### src/rtl/ram_access_sequencer.sv
// Front-end sequencer for a single-port registered-output 16-bit RAM: clears it
// after reset or on request, and serialises CPU reads, writes and byte-lane RMWs.
module ram_access_sequencer #(
  parameter int          WIDTHAD = 10,
  parameter logic [15:0] FILL    = 16'h0000,
  parameter int          RD_LAT  = 2
) (
  input  logic               clock,
  input  logic               reset,
  input  logic               clear_req,
  output logic               busy,
  input  logic               cpu_req,
  input  logic               cpu_we,
  input  logic [1:0]         cpu_be,
  input  logic [WIDTHAD-1:0] cpu_addr,
  input  logic [15:0]        cpu_din,
  output logic [15:0]        cpu_dout,
  output logic               cpu_ack,
  output logic [WIDTHAD-1:0] ram_address,
  output logic [15:0]        ram_data,
  output logic               ram_wren,
  input  logic [15:0]        ram_q
);

  localparam int LW = $clog2(RD_LAT + 1) + 1;

  typedef enum logic [2:0] {CLEAR, IDLE, RD_WAIT, ACK_RD, WR_MERGE, ACK} state_t;

  state_t             state;
  logic [WIDTHAD:0]   clr_cnt;
  logic [LW-1:0]      lat_cnt;
  logic               clr_pend;
  logic               we_q;
  logic [1:0]         be_q;
  logic [WIDTHAD-1:0] addr_q;
  logic [15:0]        din_q;
  logic [15:0]        merged;

  // Enabled lanes take the new data, the rest keep what the RAM returned.
  always_comb begin
    merged = {be_q[1] ? din_q[15:8] : ram_q[15:8],
              be_q[0] ? din_q[7:0]  : ram_q[7:0]};
  end

  always_ff @(posedge clock) begin
    if (reset) begin
      state       <= CLEAR;
      clr_cnt     <= '0;
      lat_cnt     <= '0;
      clr_pend    <= 1'b0;
      busy        <= 1'b1;
      cpu_ack     <= 1'b0;
      cpu_dout    <= 16'h0000;
      ram_wren    <= 1'b0;
      ram_address <= '0;
      ram_data    <= FILL;
      we_q        <= 1'b0;
      be_q        <= 2'b00;
      addr_q      <= '0;
      din_q       <= 16'h0000;
    end else begin
      // A request arriving mid-op is parked until the op has acked.
      if (clear_req && state != CLEAR) begin
        clr_pend <= 1'b1;
        busy     <= 1'b1;
      end
      case (state)
        CLEAR: begin
          // Extra counter bit marks the end of the sweep, so wrap cannot cut it short.
          if (clr_cnt[WIDTHAD]) begin
            ram_wren <= 1'b0;
            busy     <= 1'b0;
            state    <= IDLE;
          end else begin
            ram_wren    <= 1'b1;
            ram_address <= clr_cnt[WIDTHAD-1:0];
            ram_data    <= FILL;
            clr_cnt     <= clr_cnt + 1'b1;
          end
        end
        IDLE: begin
          ram_wren <= 1'b0;
          cpu_ack  <= 1'b0;
          if (clr_pend || clear_req) begin
            clr_pend <= 1'b0;
            clr_cnt  <= '0;
            busy     <= 1'b1;
            state    <= CLEAR;
          end else if (cpu_req) begin
            we_q    <= cpu_we;
            be_q    <= cpu_be;
            addr_q  <= cpu_addr;
            din_q   <= cpu_din;
            lat_cnt <= '0;
            if (cpu_we && (cpu_be == 2'b11 || cpu_be == 2'b00)) state <= ACK;
            else                                               state <= RD_WAIT;
          end
        end
        RD_WAIT: begin
          ram_address <= addr_q;
          ram_wren    <= 1'b0;
          if (lat_cnt == LW'(RD_LAT)) state <= we_q ? WR_MERGE : ACK_RD;
          else                        lat_cnt <= lat_cnt + 1'b1;
        end
        ACK_RD: begin
          cpu_dout <= ram_q;
          cpu_ack  <= 1'b1;
          state    <= IDLE;
        end
        WR_MERGE: begin
          ram_wren <= 1'b1;
          ram_data <= merged;
          cpu_ack  <= 1'b1;
          state    <= IDLE;
        end
        ACK: begin
          // Full-word writes go straight out; an all-lanes-off write only acks.
          ram_wren    <= we_q && (be_q == 2'b11);
          ram_address <= addr_q;
          ram_data    <= din_q;
          cpu_ack     <= 1'b1;
          state       <= IDLE;
        end
        default: state <= IDLE;
      endcase
    end
  end

endmodule

### config.mk
export PLATFORM = sky130hd
export DESIGN_NAME = ram_access_sequencer
export DESIGN_NICKNAME = d
export VERILOG_FILES = /design/src/rtl/ram_access_sequencer.sv
export SDC_FILE = /design/constraint.sdc
export NUM_CORES = 1
export LEC_CHECK = 0
export BUFFER_PORTS_ARGS = -buffer_cell sky130_fd_sc_hd__buf_2
export CAP_MARGIN = 20
export CELL_PAD_IN_SITES_DETAIL_PLACEMENT = 0
export CELL_PAD_IN_SITES_GLOBAL_PLACEMENT = 1
export CORE_MARGIN = 4
export CORE_UTILIZATION = 30
export CTS_BUF_LIST = sky130_fd_sc_hd__clkbuf_4
export DETAILED_ROUTE_END_ITERATION = 8
export GPL_TIMING_DRIVEN = 0
export PLACE_DENSITY = 0.68
export SYNTH_ARGS = -nofsm -noshare
export SYNTH_HDL_FRONTEND = slang
export SYNTH_SLANG_ARGS = --single-unit
### constraint.sdc
create_clock -name clock -period 2.95 [get_ports clock]
set_clock_uncertainty 0.2 [all_clocks]
set_input_delay 0.59 -clock clock [delete_from_list [all_inputs] [get_ports clock]]
set_output_delay 0.59 -clock clock [all_outputs]
set_load 0.02 [all_outputs]
== Yosys cells after proc, flatten, opt, wreduce, memory -nomap -nowiden ==
Index checks and enable logic that the tools add are counted.
Word-level totals
  register bits after elaboration: 92
  input port bits: 49
  logic and storage cells: 88
Operators by class
  $add $sub $neg: 2
  eq/ne operators: 16
  muxes and demuxes: 30
  bitwise logic cells: 1
  reductions and logical operators: 24
Operator list (count)
  $pmux 16 s3: 1
  $mux 3: 9
  $mux 11: 2
  $pmux 11 s2: 1
  $pmux 10 s2: 1
  $mux 16: 1
  $mux 8: 2
  $ne 2x2->1 const B: 7
  $add 11x1->11 const B: 1
  $mux 10: 1
  $eq 3x2->1 const B: 3
  $pmux 3 s3: 1
  $reduce_and 3->1: 3
  $reduce_bool 2->1: 4
  $mux 1: 7
  $eq 3x3->1 const B: 2
  $pmux 3 s2: 1
  $reduce_and 2->1: 3
  $reduce_bool 3->1: 2
  $eq 2x2->1 const B: 2
  $pmux 1 s2: 2
  $pmux 1 s4: 1
  $reduce_and 4->1: 1
  $reduce_bool 4->1: 1
  other kinds (10): 14

== Longest topological paths before layout ==
  depth in word-level cells: 7
  gate-level depth with buffers: 7
  mapped depth without buffers: 6

== Worst setup path after synthesis ==
OpenSTA, ideal clock, no wires.
  path type: input to register
  start: input port clear_req
  end: register clr_cnt[5]
  library setup time: 0.059 ns
  arrival: 1.684 ns
  data required time: 2.691 ns
  path slack: 1.007 ns
  stages: 4
  buffers on the path: 0
  path through: nor2_1 > a2111o_1 > or4_1 > nand2_1
On the way
  cells in the longest elaborated chain, start to end: 3
Ends and longest elaborated chain
  start: declaration: RTL line 10  | input logic clear_req,
  $logic_or 1x1->1: RTL line 84  | if (clr_pend || clear_req) begin
  $ne 2x2->1 (no line)
  $reduce_and 3->1 (no line)
  end signal: assignment: RTL line 78  | clr_cnt <= clr_cnt + 1'b1;
  end: declaration: RTL line 30  | logic [WIDTHAD:0] clr_cnt;
No other way between the ends.
A chain may end at the register's enable or synchronous reset.

== Worst setup path after layout ==
  start: register state[0]
  end: register addr_q[8]
On the way
  cells in the longest elaborated chain, start to end: 2
Ends and longest elaborated chain
  start: declaration: RTL line 29  | state_t state;
  start signal: assignment: RTL line 102  | if (lat_cnt == LW'(RD_LAT)) state <= we_q ? WR_MERGE : ACK_RD;
  $eq 3x1->1: RTL line 67  | case (state)
  $reduce_and 3->1 (no line)
  end signal: assignment: RTL line 92  | addr_q <= cpu_addr;
  end: declaration: RTL line 35  | logic [WIDTHAD-1:0] addr_q;
No other way between the ends.

==> summary.md <==
| Metric | Value |
|---|---|
| Clock slew at reported path FFs | 0.14 ns |
| Initial antenna violation count | 0 |
| Worst-Skew Late Latency | 0.44 ns |
| Post-route setup TNS | 0 ns |
| Critical path arrival | 2.32 ns |
| Syn_area_per_cell | 8.24 µm² |
| Hold WS | 0.181 ns |
| Synth Instances | 467 |
| Initial Utilization | 30.6% |
| Final hold viol count | 0 |
| Slew @ Worst Pin | 0.645 ns |
| Syn_nets | 519 |
| Power per cell area | 441 nW/µm² |
| Outcome | complete, no violations |
| Iter 0 DRT Violations | 254 |
| FMAX | 0.451 GHz |
| Critical path capture point type | flip-flop |
| Final Setup Violations | 0 |
| Die area | 14700 µm² |
| R2R setup slack | 0.73 ns |
| Pin count of the biggest net entering global routing | 14 |
| Leakage Power | 1.84 nW |
| Dpl cells | 731 |
| Sw power | 0.472 mW |
| CTS tree | yes |
| Pint | 1.59 mW |
| # Post-CTS Setup Buffers | 0 |
| Nets@finish | 622 |
| Metal2 WL | 5.62 mm |
| Comb pwr share | 5.0% |
| CTS max path bufs | 2 |
| Unique masters post-synth | 46 |
| Rel. slew slack | 57.0% |
| Die Y | 121 µm |
| Detailed-route wire length | 11.9 mm |
| Final RePlAce weighted congestion | 0.788 |
| Root Driver | clkbuf_4 |
| Post-DR wirelength/cell | 15.9 µm |
| Layout cells sized above 1 | 25.0% |
| WS Path Type | flip-flop to flip-flop |
| Post-Syn Area | 3850 µm² |
| DRC errors left | 0 |
| First-pass GRT wire length | 18.8 mm |
| Number of max-cap violations | 0 |
| Num rows | 41 |
| Final ANT Viol Nets | 0 |
| Routed vias | 3631 |
| Clock sinks | 92 |
| Startpoint types | flip-flop |
| Hold-fix buffer count after cts | 0 |
| WP data required | 3.05 ns |
| Hold crit path type | input port to flip-flop |
| Max Slew Vio Count | 0 |
| CTS buffer count | 9 |
| Crit path time final | 2.22 ns |
| Seq/Total Area, Yosys | 47.9% |
| Final Non-Filler Cells | 748 |
| Sw frac | 22.9% |
| Gr usage total | 16.2% |
| Grt total ovfl | 0 |
| Drt via density | 4.85 |
| Num ports | 94 |
| Critical Path Fanout Max | 10 |
| DR pass1 iterations | 4 |
| Flops & latches, synth | 92 |
| Clock share of power | 33.9% |
| CTS HTree Levels | 3 |
| Wl on met1 | 5.51 mm |
| Ys Warns | 0 |
| Period utilization | 75.2% |
| Top Metal Used | met4 |
| WL met3 | 635 µm |
| Total power | 2.06 mW |
| Width of the die | 121 µm |
| Area Growth Syn to Fin | 21.1% |
| Worst vdd ir | 0.218 mV |
| DPL Wire Length | 8.81 mm |
| Port-buffer cells | 92 |
| Number of global-route vias before repair | 3585 |
| RSZ-0062 raised after global routing | false |
| Flop pwr share | 61.0% |
| Core ar. | 12600 µm² |
| PostCTS Resize Cnt | 0 |
cell usage in the layout, fill, tap and decap left out, drive strengths merged, types with 9 or more instances in the layout:
cell	count
a21oi	58
a22oi	16
a311oi	9
buf	104
clkbuf	32
dfxtp	92
mux2	16
nand2	120
nand3	11
nor2	42
critical path: stages (launching register included):
cell	delay (ns)
dfxtp_1	0.50
nor3b_2	0.55
nand3_1	0.24
clkbuf_1	0.35
nand2_1	0.16
a21oi_1	0.07
flip-flops by register name, summed over array words and instances, names as in the netlist:
signal       count
addr_q          10
be_q             2
busy             1
state            3
ram_data        16
lat_cnt          3
cpu_ack          1
clr_pend         1
ram_wren         1
din_q           16
we_q             1
cpu_dout        16
clr_cnt         11
ram_address     10
path summary, 6_finish.rpt:
path          startpoint           to  cells past startpoint
max             state[0]    addr_q[8]                      5
min          cpu_addr[3]    addr_q[3]                      3
max reg2reg     state[0]    addr_q[8]                      5
min reg2reg  cpu_dout[3]  cpu_dout[3]                      2
kinds of logic (layout without fill, tap and decap cells):
family                     Yosys count  after routing  synth area share (%)
adders and majority gates            3              3                 0.975
buffers and inverters               36            144                  4.06
other                                0              1                     0
muxes                               16             16                  4.68
xor gates and xnor gates             3              3                 0.683
AOI/OAI and AO/OA                  109            109                  17.9
and+or+nand+nor                    208            208                  23.9
DFF                                 92             92                  47.9
Yosys cell counts (all sizes together):
cell type  number  share of area [%]
and3            4               0.65
xor2            1               0.23
a21oi          58                7.5
buf            12                1.7
nor3b           3               0.72
a2111oi         1               0.39
or3             4               0.65
nor2           42                4.2
and2            2               0.33
a2111o          1               0.29
o2111a          1               0.29
a221oi          1               0.23
nand2b          3               0.49
o211ai          3               0.59
a21o            2               0.39
a311oi          9                2.0
nand4           3               0.49
a31oi           5               0.81
nand2         120                 12
clkbuf         19                1.9
nand3          11                1.4
o31ai           1               0.20
nand3b          2               0.39
or4             2               0.39
a22oi          16                3.1
dfxtp          92                 48
nor2b           2               0.33
inv             5               0.49
or3b            1               0.23
or2             2               0.33
a211oi          5               0.98
xnor2           2               0.46
nor4            3               0.88
o31a            1               0.23
mux2           16                4.7
o21ai           4               0.62
o22ai           1               0.16
nor3            4               0.65
ha              3               0.98
power by group through the flow:
stage / clock (mW) / combinational [mW] / sequential [mW]
after CTS: 0.727 / 0.104 / 1.26
after global routing: 0.764 / 0.114 / 1.26
after global placement: 0 / 0.103 / 1.28
final: 0.698 / 0.104 / 1.26
after floorplan: 0 / 0.0421 / 1.28
after detailed placement: 0 / 0.104 / 1.28
layout make-up:
cell class | instances | area [µm²]
fill | 1354 | 7910
multi-input combinational | 339 | 1850
sequential | 92 | 1840
timing repair buffer | 92 | 460
tap | 172 | 215
buffer | 31 | 138
clock buffer | 13 | 97.6
clock inverter | 3 | 37.5
inverter | 5 | 18.8
antenna | 1 | 2.50
routing by layer:
layer,GRT usage (%),up-vias
met5,0,-
met4,3.78,0
met3,3.45,9
met2,27.4,85
met1,21.3,1703
li1,-,1834
metrics by stage:
step	worst slack [ns]	cell area [µm²]	util [%]
finish	0.733	4660	37.1
global route	0.559	4660	37.1
CTS	0.710	4660	37.1
detailed placement	0.492	4520	36.0
global placement	0.549	4520	36.0
floorplan	1.01	3850	-
Note: power is estimated with default switching activity, not from simulation.
